**config.mk**
```make
export PLATFORM = sky130hd
export DESIGN_NAME = lcd_bcd_string_writer_flat
export DESIGN_NICKNAME = d
export VERILOG_FILES = /design/src/rtl/lcd_char_if.sv /design/src/rtl/lcd_bcd_string_writer.sv /design/src/flat_wrapper.sv
export SDC_FILE = /design/constraint.sdc
export NUM_CORES = 1
export LEC_CHECK = 0
export CORE_ASPECT_RATIO = 0.9
export CORE_MARGIN = 4
export CORE_UTILIZATION = 53
export CTS_CLUSTER_DIAMETER = 150
export DETAILED_ROUTE_END_ITERATION = 16
export GPL_TIMING_DRIVEN = 0
export PLACE_DENSITY = 0.79
export SYNTH_ARGS = -nofsm -noshare
export SYNTH_HDL_FRONTEND = slang
export SYNTH_SLANG_ARGS = --single-unit
```
**constraint.sdc**
```tcl
create_clock -name clk -period 3.1 [get_ports clk]
set_input_delay 0.465 -clock clk [delete_from_list [all_inputs] [get_ports clk]]
set_output_delay 0.465 -clock clk [all_outputs]
set_load 0.005 [all_outputs]
```
**src/rtl/lcd_char_if.sv**
```systemverilog
// Character handshake between the BCD string writer and the LCD writer.
// The master presents one ASCII character and its position per transfer.
interface lcd_char_if #(
  parameter int IDX_W = 3
) ();
  logic             char_valid;
  logic             char_ready;
  logic [7:0]       lcd_data;
  logic [IDX_W-1:0] char_idx;

  modport master (
    output char_valid,
    output lcd_data,
    output char_idx,
    input  char_ready
  );

  modport slave (
    input  char_valid,
    input  lcd_data,
    input  char_idx,
    output char_ready
  );
endinterface

```
**src/rtl/lcd_bcd_string_writer.sv**
```systemverilog
// Streams a latched multi-digit BCD value as ASCII characters, MSB first,
// with optional separators and leading-zero blanking.
module lcd_bcd_string_writer #(
  parameter int         NUM_DIGITS = 6,
  parameter int         SEP_EVERY  = 2,
  parameter logic [7:0] SEP_CHAR   = 8'h3A,
  parameter logic [7:0] BLANK_CHAR = 8'h20
) (
  input  logic                    clk,
  input  logic                    resetn,
  input  logic                    start,
  input  logic [4*NUM_DIGITS-1:0] bcd_in,
  input  logic                    lz_blank,
  output logic                    busy,
  output logic                    done,
  output logic                    err,
  lcd_char_if.master              lcd
);

  localparam int SEP_DIV   = (SEP_EVERY > 0) ? SEP_EVERY : 1;
  localparam int NUM_CHARS = NUM_DIGITS +
    ((SEP_EVERY > 0) ? (NUM_DIGITS - 1) / SEP_DIV : 0);
  localparam int IDX_W = (NUM_CHARS > 1) ? $clog2(NUM_CHARS) : 1;

  typedef enum logic [1:0] {IDLE, SEND, FIN} state_t;

  state_t                  state;
  logic [4*NUM_DIGITS-1:0] val_q;
  logic                    lz_q;
  logic [4:0]              dptr_q;
  logic [4:0]              gcnt_q;
  logic                    zrun_q;

  logic [4*NUM_DIGITS-1:0] gv;
  logic                    glz;
  logic [4:0]              gd;
  logic [4:0]              gg;
  logic                    gz;
  logic [3:0]              nib;
  logic                    is_sep;
  logic                    is_zero;
  logic                    is_bad;
  logic                    is_last;
  logic [7:0]              ch;
  logic [4:0]              nxt_d;
  logic [4:0]              nxt_g;
  logic                    nxt_z;
  logic                    nxt_err;
  logic                    last_char;

  // In IDLE the first character is built straight from the inputs so it
  // can be registered on the same edge that accepts START.
  always_comb begin
    gv  = (state == IDLE) ? bcd_in   : val_q;
    glz = (state == IDLE) ? lz_blank : lz_q;
    gd  = (state == IDLE) ? 5'd0     : dptr_q;
    gg  = (state == IDLE) ? 5'd0     : gcnt_q;
    gz  = (state == IDLE) ? 1'b1     : zrun_q;
    nib = 4'h0;
    for (int i = 0; i < NUM_DIGITS; i++) begin
      if (gd == 5'(i)) nib = gv[4*(NUM_DIGITS-1-i) +: 4];
    end
    is_sep  = (SEP_EVERY > 0) && (gg == 5'(SEP_EVERY));
    is_zero = (nib == 4'h0);
    is_bad  = (nib > 4'd9);
    is_last = (gd == 5'(NUM_DIGITS - 1));
    if (is_sep)
      ch = SEP_CHAR;
    else if (glz && gz && is_zero && !is_last)
      ch = BLANK_CHAR;
    else if (is_bad)
      ch = 8'h30;
    else
      ch = 8'h30 + {4'h0, nib};
    nxt_d   = is_sep ? gd : gd + 5'd1;
    nxt_g   = is_sep ? 5'd0 : gg + 5'd1;
    nxt_z   = is_sep ? gz : (gz && is_zero);
    nxt_err = !is_sep && is_bad;
  end

  assign last_char = (lcd.char_idx == IDX_W'(NUM_CHARS - 1));

  always_ff @(posedge clk or negedge resetn) begin
    if (!resetn) begin
      state          <= IDLE;
      val_q          <= '0;
      lz_q           <= 1'b0;
      dptr_q         <= 5'd0;
      gcnt_q         <= 5'd0;
      zrun_q         <= 1'b1;
      busy           <= 1'b0;
      done           <= 1'b0;
      err            <= 1'b0;
      lcd.char_valid <= 1'b0;
      lcd.lcd_data   <= 8'h20;
      lcd.char_idx   <= '0;
    end else begin
      unique case (state)
        IDLE: begin
          if (start) begin
            val_q          <= bcd_in;
            lz_q           <= lz_blank;
            err            <= nxt_err;
            lcd.char_valid <= 1'b1;
            lcd.lcd_data   <= ch;
            lcd.char_idx   <= '0;
            dptr_q         <= nxt_d;
            gcnt_q         <= nxt_g;
            zrun_q         <= nxt_z;
            busy           <= 1'b1;
            state          <= SEND;
          end
        end
        SEND: begin
          if (lcd.char_ready) begin
            if (last_char) begin
              lcd.char_valid <= 1'b0;
              done           <= 1'b1;
              state          <= FIN;
            end else begin
              lcd.char_idx <= lcd.char_idx + 1'b1;
              lcd.lcd_data <= ch;
              dptr_q       <= nxt_d;
              gcnt_q       <= nxt_g;
              zrun_q       <= nxt_z;
              err          <= err | nxt_err;
            end
          end
        end
        FIN: begin
          done  <= 1'b0;
          busy  <= 1'b0;
          state <= IDLE;
        end
        default: state <= IDLE;
      endcase
    end
  end

endmodule

```
**src/flat_wrapper.sv**
```systemverilog
// flat-port wrapper written by rule: the top's interface ports become plain ports
module lcd_bcd_string_writer_flat 
#(
  parameter int         NUM_DIGITS = 6,
  parameter int         SEP_EVERY  = 2,
  parameter logic [7:0] SEP_CHAR   = 8'h3A,
  parameter logic [7:0] BLANK_CHAR = 8'h20
)
  (clk, resetn, start, bcd_in, lz_blank, busy, done, err, lcd_char_valid, lcd_lcd_data, lcd_char_idx, lcd_char_ready);
  lcd_char_if #(.IDX_W(3)) lcd_i ();
  input  logic clk;
  input  logic resetn;
  input  logic start;
  input  logic [4*NUM_DIGITS-1:0] bcd_in;
  input  logic lz_blank;
  output logic busy;
  output logic done;
  output logic err;
  output wire logic [$bits(lcd_i.char_valid)-1:0] lcd_char_valid;
  output wire logic [$bits(lcd_i.lcd_data)-1:0] lcd_lcd_data;
  output wire logic [$bits(lcd_i.char_idx)-1:0] lcd_char_idx;
  input wire logic [$bits(lcd_i.char_ready)-1:0] lcd_char_ready;
  assign lcd_char_valid = lcd_i.char_valid;
  assign lcd_lcd_data = lcd_i.lcd_data;
  assign lcd_char_idx = lcd_i.char_idx;
  assign lcd_i.char_ready = lcd_char_ready;
  lcd_bcd_string_writer #(.NUM_DIGITS(NUM_DIGITS), .SEP_EVERY(SEP_EVERY), .SEP_CHAR(SEP_CHAR), .BLANK_CHAR(BLANK_CHAR)) u_core (.clk(clk), .resetn(resetn), .start(start), .bcd_in(bcd_in), .lz_blank(lz_blank), .busy(busy), .done(done), .err(err), .lcd(lcd_i));
endmodule
```
== Word-level counts from Yosys, hierarchy flattened ==
Index checks and enable logic that the tools add are counted.
Operators by class
  bitwise logic cells: 1
  muxes and demuxes: 53
  magnitude comparators: 1
  add/subtract/negate cells: 4
  reduce and logical (&&, ||, !) cells: 19
  equal/unequal tests: 13
Operators with widths (number)
  5-bit two-way mux: 10
  8-bit two-way mux: 6
  24-bit two-way mux: 1
  4-bit two-way mux: 6
  5-bit one-hot mux with 2 select lines: 2
  8-bit one-hot mux with 2 select lines: 1
  5-bit by 2-bit == test with 1-bit output (second input constant): 3
  1-bit two-way mux: 14
  5-bit by 1-bit adder with 5-bit output (second input constant): 2
  5-bit by 3-bit == test with 1-bit output (second input constant): 2
  1-bit one-hot mux with 2 select lines: 5
  3-bit two-way mux: 3
  4-bit AND reduction: 2
  6-bit by 4-bit adder with 7-bit output (first input constant): 1
  2-bit two-way mux: 3
  2-bit != test (second input constant): 3
  3-bit one-hot mux with 2 select lines: 1
  3-bit AND reduction: 2
  2-bit nonzero test: 3
  5-bit by 1-bit == test with 1-bit output (second input constant): 1
  1-bit logical AND: 5
  5-bit logical NOT: 1
  4-bit greater-than comparator (second input constant): 1
  4-bit logical NOT: 1
  10 further kinds: 12
Word-level totals
  output and inout port bits: 15
  flip-flop bits (word level): 53
  input bits: 29

== Logic depth before layout (Yosys ltp) ==
  depth in word-level cells: 17
  depth in mapped cells: 13

== Least setup slack after synthesis ==
Ideal clock, no wire load.
  kind: reg2reg
  start point: register u_core.state[0]
  end point: register u_core.lcd.lcd_data[4]
  path buffers: 2
  arrival: 2.339 ns
  cell stages (with the launch flop): 12
  path slack: 0.621 ns
  cell sequence: dfrtp_1 or2_1 clkbuf_1 and2_1 ha_1 buf_2 a21oi_1 a2bb2oi_1 a2bb2oi_2 nand2_1 nor3b_2 a41oi_2
On the way
  cells in the longest elaborated chain, start to end: 17
  elaborated cells on any way between the ends: 39
  those cells by class: 1 x add/sub; 1 x order compare; 10 x eq/ne; 18 x mux; 9 x reduce/logical
Ends and longest elaborated chain
  from (decl): RTL line lcd_bcd_string_writer.sv:27  | state_t state;
  from (signal assigned): RTL line lcd_bcd_string_writer.sv:85  | state <= IDLE;
  from (signal assigned): RTL line lcd_bcd_string_writer.sv:111  | state <= SEND;
  from (signal assigned): RTL line lcd_bcd_string_writer.sv:119  | state <= FIN;
  parallel branches: the longest is 17 deep, another holds 6-bit by 4-bit adder with 7-bit output
  to (signal assigned): RTL line lcd_bcd_string_writer.sv:105  | lcd.lcd_data <= ch;
  to (signal assigned): RTL line lcd_bcd_string_writer.sv:122  | lcd.lcd_data <= ch;
  to (decl): RTL line lcd_char_if.sv:13  | output lcd_data,
Parallel ways; which one is timed is not known. The select of a mux whose other input is x is not followed.
A chain may end at the register's enable or synchronous reset.

== Worst setup path in the final report ==
Same ends and word-level chain as after synthesis.

==> results.cfg <==
[run_status]
status = finished clean

[global_routing]
grt-busiest-layer = met2
met3_usage = 0.0324
grt_overflow_total = 0
grt_use_met2 = 0.344
grt_start_max_net_pins = 33
grt_pass1_vias = 2100
grt.met1_usage = 0.275
grtUsageTotal = 0.206
antenna_found_initial = 0
grt_pass1_wl_mm = 10.3

[finish]
stdcell_area_sq_mm = 0.00329
nets = 338
drive_gt1_frac = 0.220
area_growth_pct = 22.0
n_antenna_cell = 0

[synth]
ys_seq_area_frac = 0.464
synth_enable_flop_cells = 0
netlist.area_leader.share = 0.454
async_reset_ff_frac = 1.00
synth_largest_area_cell = dfrtp_1
avgSynthCellArea_sq_um = 10.6
netlist-cell-type-count = 54
ys_warn_count = 0
synthTopCellsByArea = dfrtp_1 45%, mux2_2 11%, nand2_1 5.0%, ha_1 2.8%, a21oi_1 2.6%
synth_flop_cell = dfrtp_1
syn_area_sq_mm = 0.00270
ys_ff_latch = 50
synthCells = 255

[setup_path]
cp-end-kind = flop
path_cells = or2_1 > and2_1 > ha_1 > buf_2 > a21oi_1 > a2bb2oi_1 > a2bb2oi_2 > nand2_1 > nor3b_4 > a41oi_2
worstPathRequired_ps = 3280
critical_path_class = flop to flop
critPathLaunchType = flop
arrival_ps = 3090
r2r-start = u_core.state[0]$_DFFE_PN0P_
cp_max_fo = 12
startpoint = u_core.state[0]$_DFFE_PN0P_
r2r_slack_ps = 190
crit_slowest_cell = dfrtp_1
cp_slowest_stage_delay_ps = 470

[placement]
dpl_cell_area_sq_mm = 0.00320
gp_congestion = 0.843
dpl.hpwl_mm = 4.46
port_buffers = 40
post-place-ws_ps = 126

[power]
p_leak_nw = 1.41
ir_worst_vdd_uv = 503
totalPowerFinal_mw = 3.51
power_density_mw_per_mm2 = 1060

[floorplanning]
die_w_microns = 83.2
initial_core_util = 0.551
pin_count = 44
rows = 24
die_h_microns = 75.7
dieArea_sq_mm = 0.00630
design.core.area_sq_mm = 0.00489

[route]
first_iter_violations = 142
viasPerCell = 5.63
route.detailed.wl_per_inst_microns = 16.6
drt_drc_violations_left = 0
num_vias = 2077
dr.pass1.iters = 4
drt.antenna.violating_nets = 0
totalWireLength_mm = 6.12

[sta]
worstMarginPinSlew_ps = 652
setup_viol = 0
fmax_mhz = 344
min_period_ps = 2910
worst_slack_ps = 194
skew_ps = 8.47
setup_tns_ps = 0
fin_crit_sh = 0.938
rsz0062_at_grt = false
maxSlewViolCount = 0
slew_headroom = 0.564
finalHoldViolCount = 0

[clock_tree]
clockRootBuffer = clkbuf_8
htree_levels = 2
cts_tree = yes
path_clk_slew_ps = 90
clkLatencyLatePin_ps = 310
clockBufferDepth = 2
clock-sinks = 50
hold_buffers = 0
cts-buffers-inserted = 5

[run]
cap_violations = 0

[min_path]
hold_class = primary input to asynchronous set/reset pin
[final timing paths]
path                            depth (start not counted)                            endpoint
worst max-delay path                                   10  u_core.lcd.lcd_data[4]$_DFFE_PN0P_
worst min-delay path                                    1  u_core.lcd.char_idx[1]$_DFFE_PN0P_
worst max register to register                         10  u_core.lcd.lcd_data[4]$_DFFE_PN0P_
worst min register to register                          2           u_core.zrun_q$_DFFE_PN1P_
max in group asynchronous                               2           u_core.zrun_q$_DFFE_PN1P_
min in group clk                                        2           u_core.zrun_q$_DFFE_PN1P_
[state kept, by name (all words and copies together) (netlist names)]
signal / cells
u_core.busy: 1
u_core.done: 1
u_core.dptr_q: 5
u_core.err: 1
u_core.gcnt_q: 5
u_core.lcd.char_idx: 3
u_core.lcd.char_valid: 1
u_core.lcd.lcd_data: 5
u_core.lz_q: 1
u_core.state: 2
u_core.val_q: 24
u_core.zrun_q: 1
[cells in the final DEF (no fill, tap or decap), drive strengths merged, types with 2 or more instances in the layout]
cell type / count
nor3: 3
clkbuf: 7
dfrtp: 49
o22ai: 3
a21oi: 15
nand2: 37
nor2: 14
o211ai: 2
buf: 14
and2: 3
o21a: 3
or2: 4
clkdlybuf4s50: 39
a22o: 4
ha: 6
nor3b: 3
or3: 5
mux2: 27
o31ai: 5
a2bb2oi: 8
xnor2: 3
o21ai: 14
mux2i: 2
nand4: 3
conb: 3
nand3: 6
inv: 7
a41oi: 3
and3: 2
[report_power, final]
| part | switching [mW] | internal (mW) |
|---|---|---|
| registers | 0.209 | 0.957 |
| clock network | 0.216 | 0.181 |
| logic | 0.994 | 0.951 |
| total | 1.42 | 2.09 |
[per-layer routing]
metal,vias up,share of wire
li1,1000,-
met1,1007,0.47
met2,61,0.47
met3,9,0.047
met4,0,0.014
met5,-,0
[stage by stage]
stage,hold WS (ps),instances,util
2_1_floorplan,169,256,-
3_3_place_gp,465,361,0.651
3_5_place_dp,436,362,0.654
4_1_cts,101,370,0.672
5_1_grt,121,369,0.673
6_report,91.0,369,0.673
[critical path: cells and delay by family, from the launching register on]
| family | cells | cell delay [ps] |
|---|---|---|
| buffers and inverters | 1 | 230 |
| DFF | 1 | 470 |
| adders and majority gates | 1 | 270 |
| AOI/OAI and AO/OA | 4 | 770 |
| and+or+nand+nor | 4 | 1060 |
[cells in the mapped netlist (2+ instances only)]
| cell type | n |
|---|---|
| or3_1 | 4 |
| o31ai_1 | 3 |
| o31ai_2 | 2 |
| nor3_1 | 2 |
| or2_2 | 3 |
| inv_1 | 7 |
| and3_1 | 2 |
| a2bb2oi_2 | 3 |
| nor2_2 | 2 |
| a22o_1 | 4 |
| xnor2_1 | 3 |
| o21ai_0 | 12 |
| o21ai_1 | 2 |
| nor2_1 | 11 |
| conb_1 | 2 |
| a2bb2oi_1 | 4 |
| o22ai_1 | 3 |
| mux2i_1 | 2 |
| and2_1 | 3 |
| buf_6 | 2 |
| a21oi_1 | 14 |
| dfrtp_1 | 49 |
| nand2_1 | 36 |
| buf_2 | 3 |
| ha_1 | 6 |
| nor3b_1 | 2 |
| a41oi_1 | 2 |
| mux2_2 | 27 |
| o21a_1 | 3 |
| nand3_1 | 5 |
| o211ai_1 | 2 |
| buf_1 | 3 |
| nand4_1 | 3 |
| buf_4 | 4 |
[layout make-up]
type,count,area [sq um]
timing repair buffer,41,415
tap,65,81.3
multi-input combinational,186,1350
buffer,12,78.8
clock buffer,7,86.3
sequential,50,1250
inverter,7,26.3
fill,392,1600
clock inverter,1,5.00
[what timing repair did]
item / in CTS / in global routing
buffers inserted: 0 / 0
endpoints found under the setup margin: 0 / 2
resized for setup: 0 / 1
[kinds of logic (layout without fill, tap and decap cells)]
group           after synthesis  after routing  share of synthesized area
buf+inv                      20             68                     0.0403
other cells                   2              3                    0.00278
simple gates                 82             82                      0.154
xor+xnor                      4              4                     0.0130
fa+ha+maj                     6              6                     0.0278
mux                          29             29                      0.120
compound gates               62             62                      0.178
flops                        50             50                      0.464
(Power assumes the default switching activity.)
